<file path="src/rtl/bus_pkg.sv">
// bus_pkg: constants shared by the acquire (fsm_ocupar_bus) and release
// FSMs of the shared filter bus.
//   - E_LIBRE..E_GUARDA : 2-bit state encoding of the acquire FSM
//   - ID_REQ_1/ID_REQ_2 : requester identifiers held in dueno/ultimo
//   - CNT_W_DEF, TIMEOUT_CICLOS_DEF : default parameter values
//   - otro_id()         : the other requester, used for round-robin ties
package bus_pkg;

  localparam logic [1:0] E_LIBRE    = 2'd0;
  localparam logic [1:0] E_CONCEDER = 2'd1;
  localparam logic [1:0] E_OCUPADO  = 2'd2;
  localparam logic [1:0] E_GUARDA   = 2'd3;

  localparam logic [1:0] ID_REQ_1 = 2'd1;
  localparam logic [1:0] ID_REQ_2 = 2'd2;

  localparam int CNT_W_DEF          = 8;
  localparam int TIMEOUT_CICLOS_DEF = 1024;

  function automatic logic [1:0] otro_id(input logic [1:0] id);
    return (id == ID_REQ_1) ? ID_REQ_2 : ID_REQ_1;
  endfunction

endpackage

</file>
<file path="src/rtl/temporizador_bus.sv">
// temporizador_bus: watchdog for the time the bus stays held.
// Down-counter loaded with LIMITE-1 on borrar, decremented while habilitar
// is high, saturating at zero; expirado flags the terminal count.
// With the counter loaded one cycle before the first enabled cycle,
// expirado rises on the LIMITE-th enabled cycle.
// Ports:
//   clk       system clock, rising edge
//   reset     asynchronous active-low reset
//   borrar    reload the counter
//   habilitar count one cycle
//   expirado  terminal count reached
module temporizador_bus #(
  parameter int LIMITE = 1024
) (
  input  logic clk,
  input  logic reset,
  input  logic borrar,
  input  logic habilitar,
  output logic expirado
);

  localparam int          W     = (LIMITE > 2) ? $clog2(LIMITE) : 1;
  localparam logic [W-1:0] CARGA = W'(LIMITE - 1);

  logic [W-1:0] cuenta;

  always_ff @(posedge clk or negedge reset) begin
    if (!reset) begin
      cuenta <= CARGA;
    end else if (borrar) begin
      cuenta <= CARGA;
    end else if (habilitar && (cuenta != '0)) begin
      cuenta <= cuenta - 1'b1;
    end
  end

  assign expirado = (cuenta == '0);

endmodule

</file>
<file path="src/rtl/fsm_ocupar_bus.sv">
// fsm_ocupar_bus: acquire side of the shared filter bus.
// Arbitrates two requesters (round-robin on ties), holds the grant until
// the release FSM pulses liberar_bus, then spends one guard cycle before
// arbitrating again. Counts completed transfers.
//
//   state      | meaning
//   E_LIBRE    | bus free, sampling requests
//   E_CONCEDER | grant + one-cycle start strobe to dueno
//   E_OCUPADO  | grant held, waiting for liberar_bus
//   E_GUARDA   | guard cycle: update ultimo, count transfer
//
// Optional macro FSM_OCUPAR_BUS_TIMEOUT_EN adds a watchdog that forces the
// release after TIMEOUT_CICLOS cycles in E_OCUPADO and sets a sticky
// error_timeout; without it error_timeout is tied to 0.
// Ports:
//   clk, reset                 clock and async active-low reset
//   solicitar_1/2              level requests
//   liberar_bus                one-cycle release pulse
//   conceder_1/2               level grants
//   iniciar_1/2                one-cycle start strobes
//   bus_ocupado                any grant held
//   contador_transferencias    completed transfers, wraps
//   error_timeout              sticky watchdog flag
module fsm_ocupar_bus
  import bus_pkg::*;
#(
  parameter int CNT_W          = CNT_W_DEF,
  parameter int TIMEOUT_CICLOS = TIMEOUT_CICLOS_DEF
) (
  input  logic             clk,
  input  logic             reset,
  input  logic             solicitar_1,
  input  logic             solicitar_2,
  input  logic             liberar_bus,
  output logic             conceder_1,
  output logic             conceder_2,
  output logic             iniciar_1,
  output logic             iniciar_2,
  output logic             bus_ocupado,
  output logic [CNT_W-1:0] contador_transferencias,
  output logic             error_timeout
);

  logic [1:0]       e_actual, e_siguiente;
  logic [1:0]       dueno, dueno_sig;
  logic [1:0]       ultimo;
  logic [CNT_W-1:0] contador;
  logic             timeout_forzado;

`ifdef FSM_OCUPAR_BUS_TIMEOUT_EN
  logic expirado;
  logic error_q;

  // Loading in E_CONCEDER is the same as clearing on entry to E_OCUPADO,
  // since E_CONCEDER is the only way in.
  temporizador_bus #(
    .LIMITE(TIMEOUT_CICLOS)
  ) u_temporizador (
    .clk      (clk),
    .reset    (reset),
    .borrar   (e_actual == E_CONCEDER),
    .habilitar(e_actual == E_OCUPADO),
    .expirado (expirado)
  );

  // A release arriving on the same cycle as the timeout takes priority.
  assign timeout_forzado = (e_actual == E_OCUPADO) && expirado && !liberar_bus;

  always_ff @(posedge clk or negedge reset) begin
    if (!reset) begin
      error_q <= 1'b0;
    end else if (timeout_forzado) begin
      error_q <= 1'b1;
    end
  end

  assign error_timeout = error_q;
`else
  logic timeout_unused;
  assign timeout_unused  = ^TIMEOUT_CICLOS;
  assign timeout_forzado = 1'b0;
  assign error_timeout   = 1'b0;
`endif

  always_comb begin
    e_siguiente = e_actual;
    dueno_sig   = dueno;
    case (e_actual)
      E_LIBRE: begin
        if (solicitar_1 && solicitar_2) begin
          dueno_sig   = otro_id(ultimo);
          e_siguiente = E_CONCEDER;
        end else if (solicitar_1) begin
          dueno_sig   = ID_REQ_1;
          e_siguiente = E_CONCEDER;
        end else if (solicitar_2) begin
          dueno_sig   = ID_REQ_2;
          e_siguiente = E_CONCEDER;
        end
      end
      E_CONCEDER: e_siguiente = E_OCUPADO;
      E_OCUPADO: begin
        if (liberar_bus || timeout_forzado) begin
          e_siguiente = E_GUARDA;
        end
      end
      E_GUARDA: e_siguiente = E_LIBRE;
      default:  e_siguiente = E_LIBRE;
    endcase
  end

  always_ff @(posedge clk or negedge reset) begin
    if (!reset) begin
      e_actual <= E_LIBRE;
      dueno    <= ID_REQ_1;
      ultimo   <= ID_REQ_2;
      contador <= '0;
    end else begin
      e_actual <= e_siguiente;
      dueno    <= dueno_sig;
      if (e_actual == E_GUARDA) begin
        ultimo   <= dueno;
        contador <= contador + 1'b1;
      end
    end
  end

  assign conceder_1 = ((e_actual == E_CONCEDER) || (e_actual == E_OCUPADO)) &&
                      (dueno == ID_REQ_1);
  assign conceder_2 = ((e_actual == E_CONCEDER) || (e_actual == E_OCUPADO)) &&
                      (dueno == ID_REQ_2);
  assign iniciar_1  = (e_actual == E_CONCEDER) && (dueno == ID_REQ_1);
  assign iniciar_2  = (e_actual == E_CONCEDER) && (dueno == ID_REQ_2);
  assign bus_ocupado = conceder_1 | conceder_2;
  assign contador_transferencias = contador;

endmodule

</file>
<file path="config.mk">
export PLATFORM = sky130hd
export DESIGN_NAME = fsm_ocupar_bus
export DESIGN_NICKNAME = d
export VERILOG_FILES = /design/src/rtl/bus_pkg.sv /design/src/rtl/temporizador_bus.sv /design/src/rtl/fsm_ocupar_bus.sv
export SDC_FILE = /design/constraint.sdc
export NUM_CORES = 1
export LEC_CHECK = 0
export CAP_MARGIN = 20
export CORE_UTILIZATION = 39
export DETAILED_ROUTE_END_ITERATION = 10
export DONT_BUFFER_PORTS = 1
export GPL_TIMING_DRIVEN = 0
export MAX_ROUTING_LAYER = met4
export PLACE_DENSITY_LB_ADDON = 0.25
export SLEW_MARGIN = 20
export SYNTH_ARGS = -nofsm -noshare
export SYNTH_HDL_FRONTEND = slang
export SYNTH_SLANG_ARGS = --single-unit
export TNS_END_PERCENT = 100
</file>
<file path="constraint.sdc">
create_clock -name clk -period 1.5 [get_ports clk]
set_input_delay 0.225 -clock clk [delete_from_list [all_inputs] [get_ports clk]]
set_output_delay 0.225 -clock clk [all_outputs]
set_load 0.1 [all_outputs]
</file>
---- Word level (Yosys, flattened, before mapping) ----
Index checks and enable logic that the tools add are counted.
W data, S select, Z words.
word-level totals
  output and inout bits ................... 14
  register bits ........................... 14
  word-level logic and storage cells ...... 33
  input port bits ......................... 5
cells by class
  mux-type cells .......................... 9
  bitwise operators ....................... 1
  equal/unequal tests ..................... 8
  reductions and logical operators ........ 10
  $add $sub $neg .......................... 1
operator list
  kind                   number
  $mux W2                8
  $add A8 B1 Y8 const B  1
  $pmux W2 S4            1
  $eq A2 B1 Y1 const B   3
  $eq A2 B2 Y1 const B   3
  $logic_and A1 B1 Y1    5
  $ne A4 B4 Y1 const B   1
  $reduce_and A2 Y1      2
  $reduce_bool A3 Y1     1
  $logic_not A2 Y1       1
  $ne A2 B2 Y1 const B   1
  $logic_or A1 B1 Y1     1
  $or A1 B1 Y1           1

---- Longest topological paths before layout ----
Gate-level depths: netlist (run 1).
  word-level depth ........................ 4
  gate-level depth with buffers ........... 5
  gate-level depth less buffers ........... 5

---- Worst setup path before layout (run 1) ----
No wires, ideal clock.
  kind .................................... reg2out
  from .................................... register e_actual[0]
  to ...................................... output port bus_ocupado
  cell stages (with the launch flop) ...... 5
  arrival ................................. 2103 ps
  required time ........................... 1275 ps
  setup slack ............................. -828 ps
  path buffers ............................ 0
  cells stage by stage .................... dfrtp_1 inv_1 ha_1 and3b_1 or2_2
on the way
  cells in the longest elaborated chain, start to end .. 4
ends and longest elaborated chain
  item                                          line                   RTL
  start: declaration                            fsm_ocupar_bus.sv:44   logic [1:0] e_actual, e_siguiente;
  start signal: assignment                      fsm_ocupar_bus.sv:119  e_actual <= e_siguiente;
  $eq A2 B1 Y1 or $eq A2 B2 Y1 (tied branches)  fsm_ocupar_bus.sv:130  assign conceder_2 = ((e_actual == E_CONCEDER) || (e_actual == E_OCUPADO)) &&
  $logic_or A1 B1 Y1 *                          fsm_ocupar_bus.sv:130
  $logic_and A1 B1 Y1 *                         fsm_ocupar_bus.sv:130
  named net conceder_2                          fsm_ocupar_bus.sv:36   output logic conceder_2,
  $or A1 B1 Y1 *                                fsm_ocupar_bus.sv:134  assign bus_ocupado = conceder_1 | conceder_2;
  end: declaration                              fsm_ocupar_bus.sv:39   output logic bus_ocupado,
Mark *: on every way through the listed nets, which the timed path passes. The rest lies on a longest branch.

---- Final worst setup path (run 1) ----
Ends and elaborated chain as after synthesis.

==> results of run 1 <==
==> synthesized netlist by cell type <==
library cell,n,area share
nand2_1,5,0.026
and3b_1,4,0.049
or2_2,1,0.0087
nor2b_1,1,0.0087
and3_1,1,0.0087
nand2b_1,1,0.0087
nor2_1,3,0.016
nand4_4,1,0.030
a21o_1,1,0.010
nor3_2,1,0.014
dfstp_2,2,0.073
xor2_1,3,0.037
o22a_1,1,0.012
nand4_1,2,0.017
inv_1,2,0.010
buf_6,1,0.016
conb_1,1,0.0052
ha_1,5,0.087
dfrtp_1,12,0.42
a21oi_1,3,0.021
xnor2_1,4,0.049
mux2_2,4,0.063
buf_4,1,0.010
==> state kept, by name (all words and copies together), names as in the netlist <==
signal / flops
ultimo: 2
dueno: 2
contador_transferencias: 8
e_actual: 2
==> repair_timing <==
item,CTS,global route
endpoints found under the hold margin,14,0
resized for setup,3,5
setup buffers,3,3
endpoints found under the setup margin,6,7
pin swaps,2,2
hold buffers,1,0
==> cells by family after synthesis <==
group	count (synthesis)	synth area share
other	1	0.00523
AOI/OAI and AO/OA	5	0.0436
xor gates and xnor gates	7	0.0855
adders and majority gates	5	0.0873
DFF	14	0.492
muxes	4	0.0628
buffers and inverters	4	0.0367
and+or+nand+nor	20	0.187
==> worst paths after layout <==
| kind | from | slack [ns] | end |
|---|---|---|---|
| setup / recovery | e_actual[0] | -0.52 | bus_ocupado |
| hold / removal | solicitar_1 | 0.10 | dueno[0] |
| setup reg to reg | e_actual[0] | -0.10 | e_actual[1] |
| hold reg to reg | ultimo[0] | 0.53 | ultimo[0] |
| max in group asynchronous | reset | 0.63 | contador_transferencias[1] |
| min in group asynchronous | reset | 0.39 | contador_transferencias[5] |
==> through the flow <==
step / setup slack (ns) / cell area, um2 / hold WS, ns / instances / TNS [ns]
2_1_floorplan: -0.225 / 749 / -0.0706 / 60 / -0.225
3_3_place_gp: -0.272 / 781 / -0.0704 / 85 / -0.272
3_5_place_dp: -0.287 / 781 / -0.0704 / 85 / -0.294
4_1_cts: -0.531 / 857 / 0.103 / 93 / -1.11
5_1_grt: -0.573 / 893 / 0.0960 / 96 / -1.57
6_report: -0.521 / 893 / 0.103 / 96 / -1.23
==> critical path, cell delays in order, from the launching register on <==
cell     delay [ns]
dfrtp_1        0.38
inv_2          0.06
ha_4           0.27
and3b_4        0.42
or2_4          0.39
==> metal layers <==
metal  part of all wire  up-vias  GRT usage
li1                   -      223          -
met1               0.47      222      0.169
met2               0.47       12      0.200
met3              0.052        2     0.0680
met4             0.0080        0     0.0182
met5                  0        -          -
==> cell type report <==
type                            instances  share of cell area
Multi-Input combinational cell         42               0.422
Tap cell                               25              0.0350
Clock buffer                            4              0.0406
Inverter                                2             0.00840
Sequential cell                        14               0.408
Buffer                                  2              0.0210
Timing Repair Buffer                    7              0.0658
==> out/qor.txt, run 1 <==
Crit path DAT -> 1.80 ns
Reg2Reg Depth -> 7
Die Height -> 44.9 um
Most frequent cells in the layout -> buf_4 (6), dfrtp_2 (6), nand2_1 (5), dfrtp_1 (5)
Nets -> 82
RSZ-0062 raised after global routing -> yes
Register area share after synthesis -> 0.492
Largest net degree at the start of global routing -> 15
Port buffer count -> 0
# fillers -> 157
Worst-path maximum fanout -> 3
Row count -> 15
TritonCTS clock tree -> built
Area Growth Syn to Fin -> 24.6%
Yosys warns -> 0
Category of the most critical setup path -> reg2out
Post-Syn Area -> 717 um2
Final setup fails -> 6
Final slew viol count -> 0
# diodes -> 0
Initial antenna violation count -> 0
Startpoint types -> register
Skew final -> 0.0136 ns
Area occupied by multi-input gates -> 377 um2
Root Buffer -> clkbuf_4
Initial Utilization -> 0.415
Maxcap violations -> 0
CTS max path bufs -> 2
Period minus WS final -> 2.02 ns
Syn_area_per_cell -> 11.9 um2
Core Util, Final -> 0.517
Fin. Hold Viols -> 0
Setup ws final -> -0.521 ns
Die Width -> 44.9 um
HPWL after DPL -> 795 um
DR vias/cell -> 4.78
Hold Path Class -> in2reg
Initial DRC Count -> 4
Vias -> 459
Req. time, crit path -> 1.27 ns
Status -> complete, but fails checks
Crit. End Element -> primary output
Hold Crit Depth -> 2
Sink Count -> 14
# DRC -> 0
Avg WL per Cell -> 13.1 um
Vias in the first global route -> 445
Total CTS buffers -> 3
Final GP Congestion -> 0.692
Synth Register Bits -> 14
Clock-pin slew on the worst setup and hold paths -> 0.10 ns
Worst-margin pin slew -> 0.911 ns
Core Footprint -> 1730 um2
FF/Latch Area -> 364 um2
Skew-Pair Late Insertion Delay -> 0.28 ns
I/O pin count -> 19
Routed WL -> 1250 um
Slew HR -> 0.393
ANT nets after route -> 0
FMAX -> 0.495 GHz
Violated checks -> negative setup slack
Global-route wire length before repair -> 1880 um
Post-Syn Nets -> 70
Gate Count Post-Synth -> 60
Total GRT Usage -> 0.134
Final period utilization -> 1.35
Distinct cell type count after synthesis -> 23
H-tree levels -> 1
GR Overflow Total -> 0
Layout cells sized above 1 -> 0.535
Die area -> 2010 um2
Drt pass-1 iters -> 4
Power of run 1 is not shown: default switching activity piles up to over one toggle a cycle in this logic, so the estimate is an artifact.
==> run 2, diff against run 1 <==
--- a/config.mk
+++ b/config.mk
@@ -5,7 +5,7 @@
 export SDC_FILE = /design/constraint.sdc
 export NUM_CORES = 1
 export LEC_CHECK = 0
-export CAP_MARGIN = 20
+export CAP_MARGIN = 5
 export CORE_UTILIZATION = 39
 export DETAILED_ROUTE_END_ITERATION = 10
 export DONT_BUFFER_PORTS = 1
==> results of run 2 <==
The final DEF is identical to that of run 1; final timing and power are the same.
Power of run 2 is left out for the same reason.
==> run 3, diff against run 2 <==
--- a/config.mk
+++ b/config.mk
@@ -5,6 +5,7 @@
 export SDC_FILE = /design/constraint.sdc
 export NUM_CORES = 1
 export LEC_CHECK = 0
+export ABC_CLOCK_PERIOD_IN_PS = 1500
 export CAP_MARGIN = 5
 export CORE_UTILIZATION = 39
 export DETAILED_ROUTE_END_ITERATION = 10
==> results of run 3 <==
The final DEF is identical to that of run 1; final timing and power are the same.
Power of run 3 is left out for the same reason.
